## src/rtl/enclave_pkg.sv

```systemverilog
// Shared definitions for the LWE decryption controller: FSM state encoding
// and the beat-count helper used to size the fetch loop.
package enclave_pkg;

  typedef enum logic [1:0] {
    IDLE  = 2'd0,
    FETCH = 2'd1,
    DRAIN = 2'd2,
    HOLD  = 2'd3
  } state_t;

  // A ciphertext has dimension+1 entries; round up to whole beats.
  function automatic int calc_beats(input int dimension, input int parallel);
    return (dimension + parallel) / parallel;
  endfunction

endpackage

```

## src/rtl/decrypt_ctrl_decrypt.sv

```systemverilog
// Dot-product datapath: accumulates PARALLEL sk*ct products per enabled beat.
// Row 0 restarts the accumulator; the accumulator wraps mod 2^(2*CW+1).
module decrypt #(
  parameter int PARALLEL         = 1,
  parameter int CIPHERTEXT_WIDTH = 10,
  parameter int ROW_WIDTH        = 8,
  parameter int PLAINTEXT_WIDTH  = 6
) (
  input  logic                                       clk,
  input  logic                                       rst_n,
  input  logic                                       en,
  input  logic [ROW_WIDTH-1:0]                       row,
  input  logic [PARALLEL-1:0][CIPHERTEXT_WIDTH-1:0]  sk,
  input  logic [PARALLEL-1:0][CIPHERTEXT_WIDTH-1:0]  ct,
  output logic [PLAINTEXT_WIDTH-1:0]                 dot
);

  localparam int ACC_WIDTH = 2 * CIPHERTEXT_WIDTH + 1;

  logic [ACC_WIDTH-1:0] acc;
  logic [ACC_WIDTH-1:0] beat_sum;

  // Sum of the lane products for the current beat.
  always_comb begin
    beat_sum = '0;
    for (int j = 0; j < PARALLEL; j++) begin
      beat_sum = beat_sum + (ACC_WIDTH'(sk[j]) * ACC_WIDTH'(ct[j]));
    end
  end

  // Accumulate on each enabled beat; row 0 starts a fresh dot product.
  always_ff @(posedge clk or negedge rst_n) begin
    if (!rst_n) begin
      acc <= '0;
    end else if (en) begin
      acc <= ((row == '0) ? '0 : acc) + beat_sum;
    end
  end

  assign dot = acc[PLAINTEXT_WIDTH-1:0];

endmodule

```

## src/rtl/decrypt_ctrl.sv

```systemverilog
// LWE decryption controller: fetches secret-key and ciphertext words, feeds
// the dot-product datapath and holds the plaintext until it is accepted.
// Optional build macro DECRYPT_CTRL_ABORT_EN adds an abort input that drops
// an operation in FETCH or DRAIN without producing a result.
//
// state | meaning
// IDLE  | waiting for start, ct_base latched on start
// FETCH | one sk/ct read per cycle, k = 0..BEATS-1
// DRAIN | two cycles: last beat accumulates, then result settles
// HOLD  | result_valid high until result_ready
module decrypt_ctrl
  import enclave_pkg::*;
#(
  parameter int PLAINTEXT_WIDTH  = 6,
  parameter int CIPHERTEXT_WIDTH = 10,
  parameter int DIMENSION        = 10,
  parameter int PARALLEL         = 1,
  parameter int ADDR_WIDTH       = 8
) (
  input  logic                                       clk,
  input  logic                                       rst_n,
  input  logic                                       start,
  input  logic [ADDR_WIDTH-1:0]                      ct_base,
`ifdef DECRYPT_CTRL_ABORT_EN
  input  logic                                       abort,
`endif
  output logic                                       busy,
  output logic [ADDR_WIDTH-1:0]                      sk_addr,
  output logic [ADDR_WIDTH-1:0]                      ct_addr,
  output logic                                       sk_rd,
  output logic                                       ct_rd,
  input  logic [PARALLEL-1:0][CIPHERTEXT_WIDTH-1:0]  sk_rdata,
  input  logic [PARALLEL-1:0][CIPHERTEXT_WIDTH-1:0]  ct_rdata,
  output logic                                       result_valid,
  input  logic                                       result_ready,
  output logic [PLAINTEXT_WIDTH-1:0]                 result
);

  localparam int BEATS = calc_beats(DIMENSION, PARALLEL);
  localparam logic [ADDR_WIDTH-1:0] LAST_K = ADDR_WIDTH'(BEATS - 1);

  state_t                                     state;
  logic [ADDR_WIDTH-1:0]                      k;
  logic [ADDR_WIDTH-1:0]                      base;
  logic                                       drain_cnt;
  logic                                       en_d;
  logic [ADDR_WIDTH-1:0]                      row_d;
  logic [PARALLEL-1:0][CIPHERTEXT_WIDTH-1:0]  sk_m;
  logic [PARALLEL-1:0][CIPHERTEXT_WIDTH-1:0]  ct_m;
  logic [PLAINTEXT_WIDTH-1:0]                 dot;
  logic [PLAINTEXT_WIDTH-1:0]                 result_r;
  logic                                       abort_req;

`ifdef DECRYPT_CTRL_ABORT_EN
  assign abort_req = abort;
`else
  assign abort_req = 1'b0;
`endif

  // Sequencer: fetch loop, two-cycle drain, result hold.
  always_ff @(posedge clk or negedge rst_n) begin
    if (!rst_n) begin
      state     <= IDLE;
      k         <= '0;
      base      <= '0;
      drain_cnt <= 1'b0;
      result_r  <= '0;
    end else begin
      case (state)
        IDLE: begin
          if (start) begin
            base  <= ct_base;
            k     <= '0;
            state <= FETCH;
          end
        end
        FETCH: begin
          if (abort_req) begin
            k     <= '0;
            state <= IDLE;
          end else if (k == LAST_K) begin
            k         <= '0;
            drain_cnt <= 1'b0;
            state     <= DRAIN;
          end else begin
            k <= k + 1'b1;
          end
        end
        DRAIN: begin
          if (abort_req) begin
            drain_cnt <= 1'b0;
            state     <= IDLE;
          end else if (drain_cnt) begin
            drain_cnt <= 1'b0;
            result_r  <= dot;
            state     <= HOLD;
          end else begin
            drain_cnt <= 1'b1;
          end
        end
        HOLD: begin
          if (result_ready) state <= IDLE;
        end
        default: state <= IDLE;
      endcase
    end
  end

  assign sk_rd   = (state == FETCH);
  assign ct_rd   = (state == FETCH);
  assign sk_addr = sk_rd ? k : '0;
  assign ct_addr = ct_rd ? (base + k) : '0;

  // Read data lands one cycle after the strobe, so enable and row follow it.
  always_ff @(posedge clk or negedge rst_n) begin
    if (!rst_n) begin
      en_d  <= 1'b0;
      row_d <= '0;
    end else begin
      en_d  <= sk_rd;
      row_d <= sk_addr;
    end
  end

  // Zero lanes past the last ciphertext entry in the final beat.
  always_comb begin
    sk_m = sk_rdata;
    ct_m = ct_rdata;
    for (int j = 0; j < PARALLEL; j++) begin
      if ((32'(row_d) * 32'(PARALLEL) + 32'(j)) > 32'(DIMENSION)) begin
        sk_m[j] = '0;
        ct_m[j] = '0;
      end
    end
  end

  decrypt #(
    .PARALLEL         (PARALLEL),
    .CIPHERTEXT_WIDTH (CIPHERTEXT_WIDTH),
    .ROW_WIDTH        (ADDR_WIDTH),
    .PLAINTEXT_WIDTH  (PLAINTEXT_WIDTH)
  ) u_decrypt (
    .clk   (clk),
    .rst_n (rst_n),
    .en    (en_d),
    .row   (row_d),
    .sk    (sk_m),
    .ct    (ct_m),
    .dot   (dot)
  );

  assign busy         = (state != IDLE);
  assign result_valid = (state == HOLD);
  assign result       = result_r;

endmodule

```

## config.mk

```make
export PLATFORM = sky130hd
export DESIGN_NAME = decrypt_ctrl
export DESIGN_NICKNAME = d
export VERILOG_FILES = /design/src/rtl/enclave_pkg.sv /design/src/rtl/decrypt_ctrl_decrypt.sv /design/src/rtl/decrypt_ctrl.sv
export SDC_FILE = /design/constraint.sdc
export NUM_CORES = 1
export LEC_CHECK = 0
export ABC_AREA = 1
export CAP_MARGIN = 20
export CORE_ASPECT_RATIO = 1.1
export CORE_MARGIN = 3
export CORE_UTILIZATION = 45
export CTS_CLUSTER_SIZE = 25
export DETAILED_ROUTE_END_ITERATION = 7
export MAX_ROUTING_LAYER = met4
export PLACE_DENSITY_LB_ADDON = 0.15
export SETUP_SLACK_MARGIN = 0.02
export SLEW_MARGIN = 10
export SYNTH_ARGS = -nofsm -noshare
export SYNTH_HDL_FRONTEND = slang
export SYNTH_SLANG_ARGS = --single-unit
```

## constraint.sdc

```tcl
create_clock -name clk -period 6.19 [get_ports clk]
set_clock_uncertainty 0.15 [all_clocks]
set_input_delay 1.857 -clock clk [delete_from_list [all_inputs] [get_ports clk]]
set_output_delay 1.857 -clock clk [all_outputs]
set_load 0.005 [all_outputs]
```

==> impl_metrics.env <==
export IMPL_slew_limit_headroom_pct=41.0
export IMPL_drc=0
export IMPL_synth_xor_area_share_pct=1.51
export IMPL_cellLeakagePower_uw=0.00194
export IMPL_grt_pass1_vias=2524
export IMPL_cap_violations=0
export IMPL_syn_nets=432
export IMPL_fin_crit_ns=5.86
export IMPL_critPathMostFrequentCell="inv_1"
export IMPL_yosysWarnings=0
export IMPL_track_usage_pct=18.4
export IMPL_ys_flop_type="dfrtp_1"
export IMPL_postSynthCellCount=363
export IMPL_h_tree_depth=2
export IMPL_synthArstFlopShare_pct=100
export IMPL_ys_ff_latch=40
export IMPL_cts_root_buf="clkbuf_8"
export IMPL_yosys_area_share_simple_pct=20.5
export IMPL_vias=2488
export IMPL_status="completed"
export IMPL_cts_sinks=40
export IMPL_io_buffer_count=49
export IMPL_clk_pin_slew_worst_paths_ns=0.08
export IMPL_timing_final_crit_share_pct=94.7
export IMPL_synth_mux_area_share_pct=4.28
export IMPL_synth_compound_area_share_pct=9.81
export IMPL_synth_top_family_by_area="simple AND/OR/NAND/NOR gates"
export IMPL_drive_gt1_share_pct=10.9
export IMPL_cts_tree="yes"
export IMPL_cts_hold_buf=0
export IMPL_drtIter0Drc=66
export IMPL_fmax_mhz=171
export IMPL_cts_made_buffers=5
export IMPL_dr_wl_met3_um=238
export IMPL_holdWs_ns=0.340
export IMPL_grt_ovfl_total=0
export IMPL_setup_viol=0
export IMPL_yosys_cell_types_count=32
export IMPL_nNetsFinal=492
export IMPL_arrival_ns=5.91
export IMPL_synth_top_area_share_pct=34.6
export IMPL_ios=58
export IMPL_dieWidth_um=82.5
export IMPL_viasPerCell=4.95
export IMPL_critPathBufInv=9
export IMPL_synthTopCellsByArea="dfrtp_1, ha_1, inv_1"
export IMPL_num_rows=30
export IMPL_ant_nets=0
export IMPL_nFillCells=561
export IMPL_avgRoutedWirePerCell_um=12.5
export IMPL_crit_fanout=3
export IMPL_yosysMostFrequentCell="inv_1"
export IMPL_start_util_pct=46.7
export IMPL_min_path_type="register to register"
export IMPL_clock_latency_ns=0.30
export IMPL_max_stage_delay_ns=0.53
export IMPL_rsz0062_at_grt="false"
export IMPL_worst_slew_pin_slew_ns=0.886
export IMPL_die_height_um=90.1
export IMPL_worstPathRequired_ns=6.23
export IMPL_wl_um=6280
export IMPL_cts_buffer_depth=2
export IMPL_dieArea_mm2=0.00743
export IMPL_critPathLaunchType="primary input"
export IMPL_wl_met2_um=3360
export IMPL_dp_hpwl_um=4970
export IMPL_grt_start_max_net_pins=41
export IMPL_avgSynthCellArea_um2=7.97
export IMPL_p_per_area_mw_per_mm2=411
export IMPL_first_pass_iters=4
export IMPL_wl_met1_um=2560
export IMPL_critPathKind="primary input to register"
export IMPL_core_area_mm2=0.00619
export IMPL_place_inst=496
export IMPL_synth_edf_count=0
export IMPL_cpLargestDelayFamily="adder cells"
export IMPL_drv_slew=0
export IMPL_hold_violations=0
export IMPL_syn_area_mm2=0.00289
export IMPL_synthAdderAreaFrac_pct=18.1
export IMPL_antenna_found_initial=0
export IMPL_crit_slowest_cell="fa_1"
export IMPL_synth_largest_area_cell="dfrtp_1"
export IMPL_grt_pass1_wl_um=10500
export IMPL_finalWeightedCongestion=0.875
export IMPL_top_layer="met4"
export IMPL_fin_cells=503
export IMPL_peakVddDrop_uv=237
export IMPL_antennaDiodeCount=0
export IMPL_netlist_top_cells_count="inv_1, nand2_1, dfrtp_1"
export IMPL_endpoint_kind="register"
export IMPL_synth_seq_area_share_pct=34.6
export IMPL_syn_to_final_growth_pct=26.9
-- metrics by stage --
step	TNS, ns	area [um2]	utilization, %	total power (uW)	setup WS [ns]
global route	0	3670	59.3	1660	0.0331
detailed placement	-0.0898	3520	56.8	1240	-0.0898
finish	0	3670	59.3	1510	0.326
CTS	0	3640	58.8	1500	0.188
floorplan	0	2890	-	943	0.624
global placement	-0.109	3510	56.7	1200	-0.109
-- cells in the final DEF (no fill, tap or decap), drive strengths merged, types with 2 or more instances in the layout --
cell type / instances
xor2: 3
nand3: 24
dfrtp: 40
mux2: 11
ha: 29
o22ai: 2
nor3: 5
o21ai: 22
nand2: 70
fa: 8
nor2: 30
clkbuf: 5
nand4: 5
buf: 9
bufinv: 2
a21oi: 20
clkdlybuf4s50: 48
inv: 81
xnor2: 2
-- state kept, by name (all words and copies together), names as in the netlist --
signal	flops
base	8
k	8
row_d	8
result	6
u_decrypt.acc	6
state	2
drain_cnt	1
en_d	1
-- where the power goes --
| part | internal (uW) | leakage (uW) | total [uW] | switching [uW] |
|---|---|---|---|---|
| Sequential | 357 | 0.000515 | 430 | 73.5 |
| Combinational | 391 | 0.00136 | 830 | 439 |
| Clock | 159 | 0.0000642 | 248 | 89.3 |
| Total | 907 | 0.00194 | 1510 | 602 |
-- worst register-to-register path, delay by kind of cell (launching register included) --
kind            cells  cell delay [ns]
fa+ha+maj           6             2.17
compound gates      1             0.15
buf+inv             8             0.47
flops               1             0.37
simple gates       14             1.15
-- routing by layer --
layer  track usage [%]  up-vias
met5                 -        -
met4              6.09        0
met3              3.71       12
met2              33.1       53
met1              19.4     1154
li1                  -     1269
-- repair_timing --
item | CTS | global route
endpoints found under the setup margin | 0 | 1
buffers inserted | 0 | 0
resized for setup | 0 | 5
endpoints found under the hold margin | 0 | 0
-- cell type report --
cell class | instances | area [um2] | area share [%]
clock buffers | 5 | 68.8 | 1.87
clock inverters | 2 | 60.1 | 1.63
inverters | 81 | 304 | 8.28
multi-input cells | 238 | 1600 | 43.5
flip-flops and latches | 40 | 1000 | 27.2
well taps | 80 | 100 | 2.72
repair buffers | 57 | 543 | 14.8
-- final timing paths --
| path | slack, ns | start | endpoint | depth (start not counted) |
|---|---|---|---|---|
| worst max register to register | 1.58 | row_d[7] | u_decrypt.acc[5] | 29 |
| max in group asynchronous | 3.81 | rst_n | k[1] | 1 |
| worst max-delay path | 0.33 | ct_rdata[1] | u_decrypt.acc[5] | 27 |
| worst min-delay path | 0.34 | result[2] | result[2] | 2 |
| worst min register to register | 0.34 | result[2] | result[2] | 2 |
| min in group asynchronous | 1.52 | rst_n | u_decrypt.acc[4] | 1 |
-- cell families after synthesis --
family                   count (synthesis)
AO/OA/AOI/OAI                           50
XOR/XNOR                                 5
adder cells (fa/ha/maj)                 37
multiplexers                            11
AND/OR/NAND/NOR                        135
flip-flops                              40
buffers and inverters                   85
Note: power is estimated with default switching activity, not from simulation.
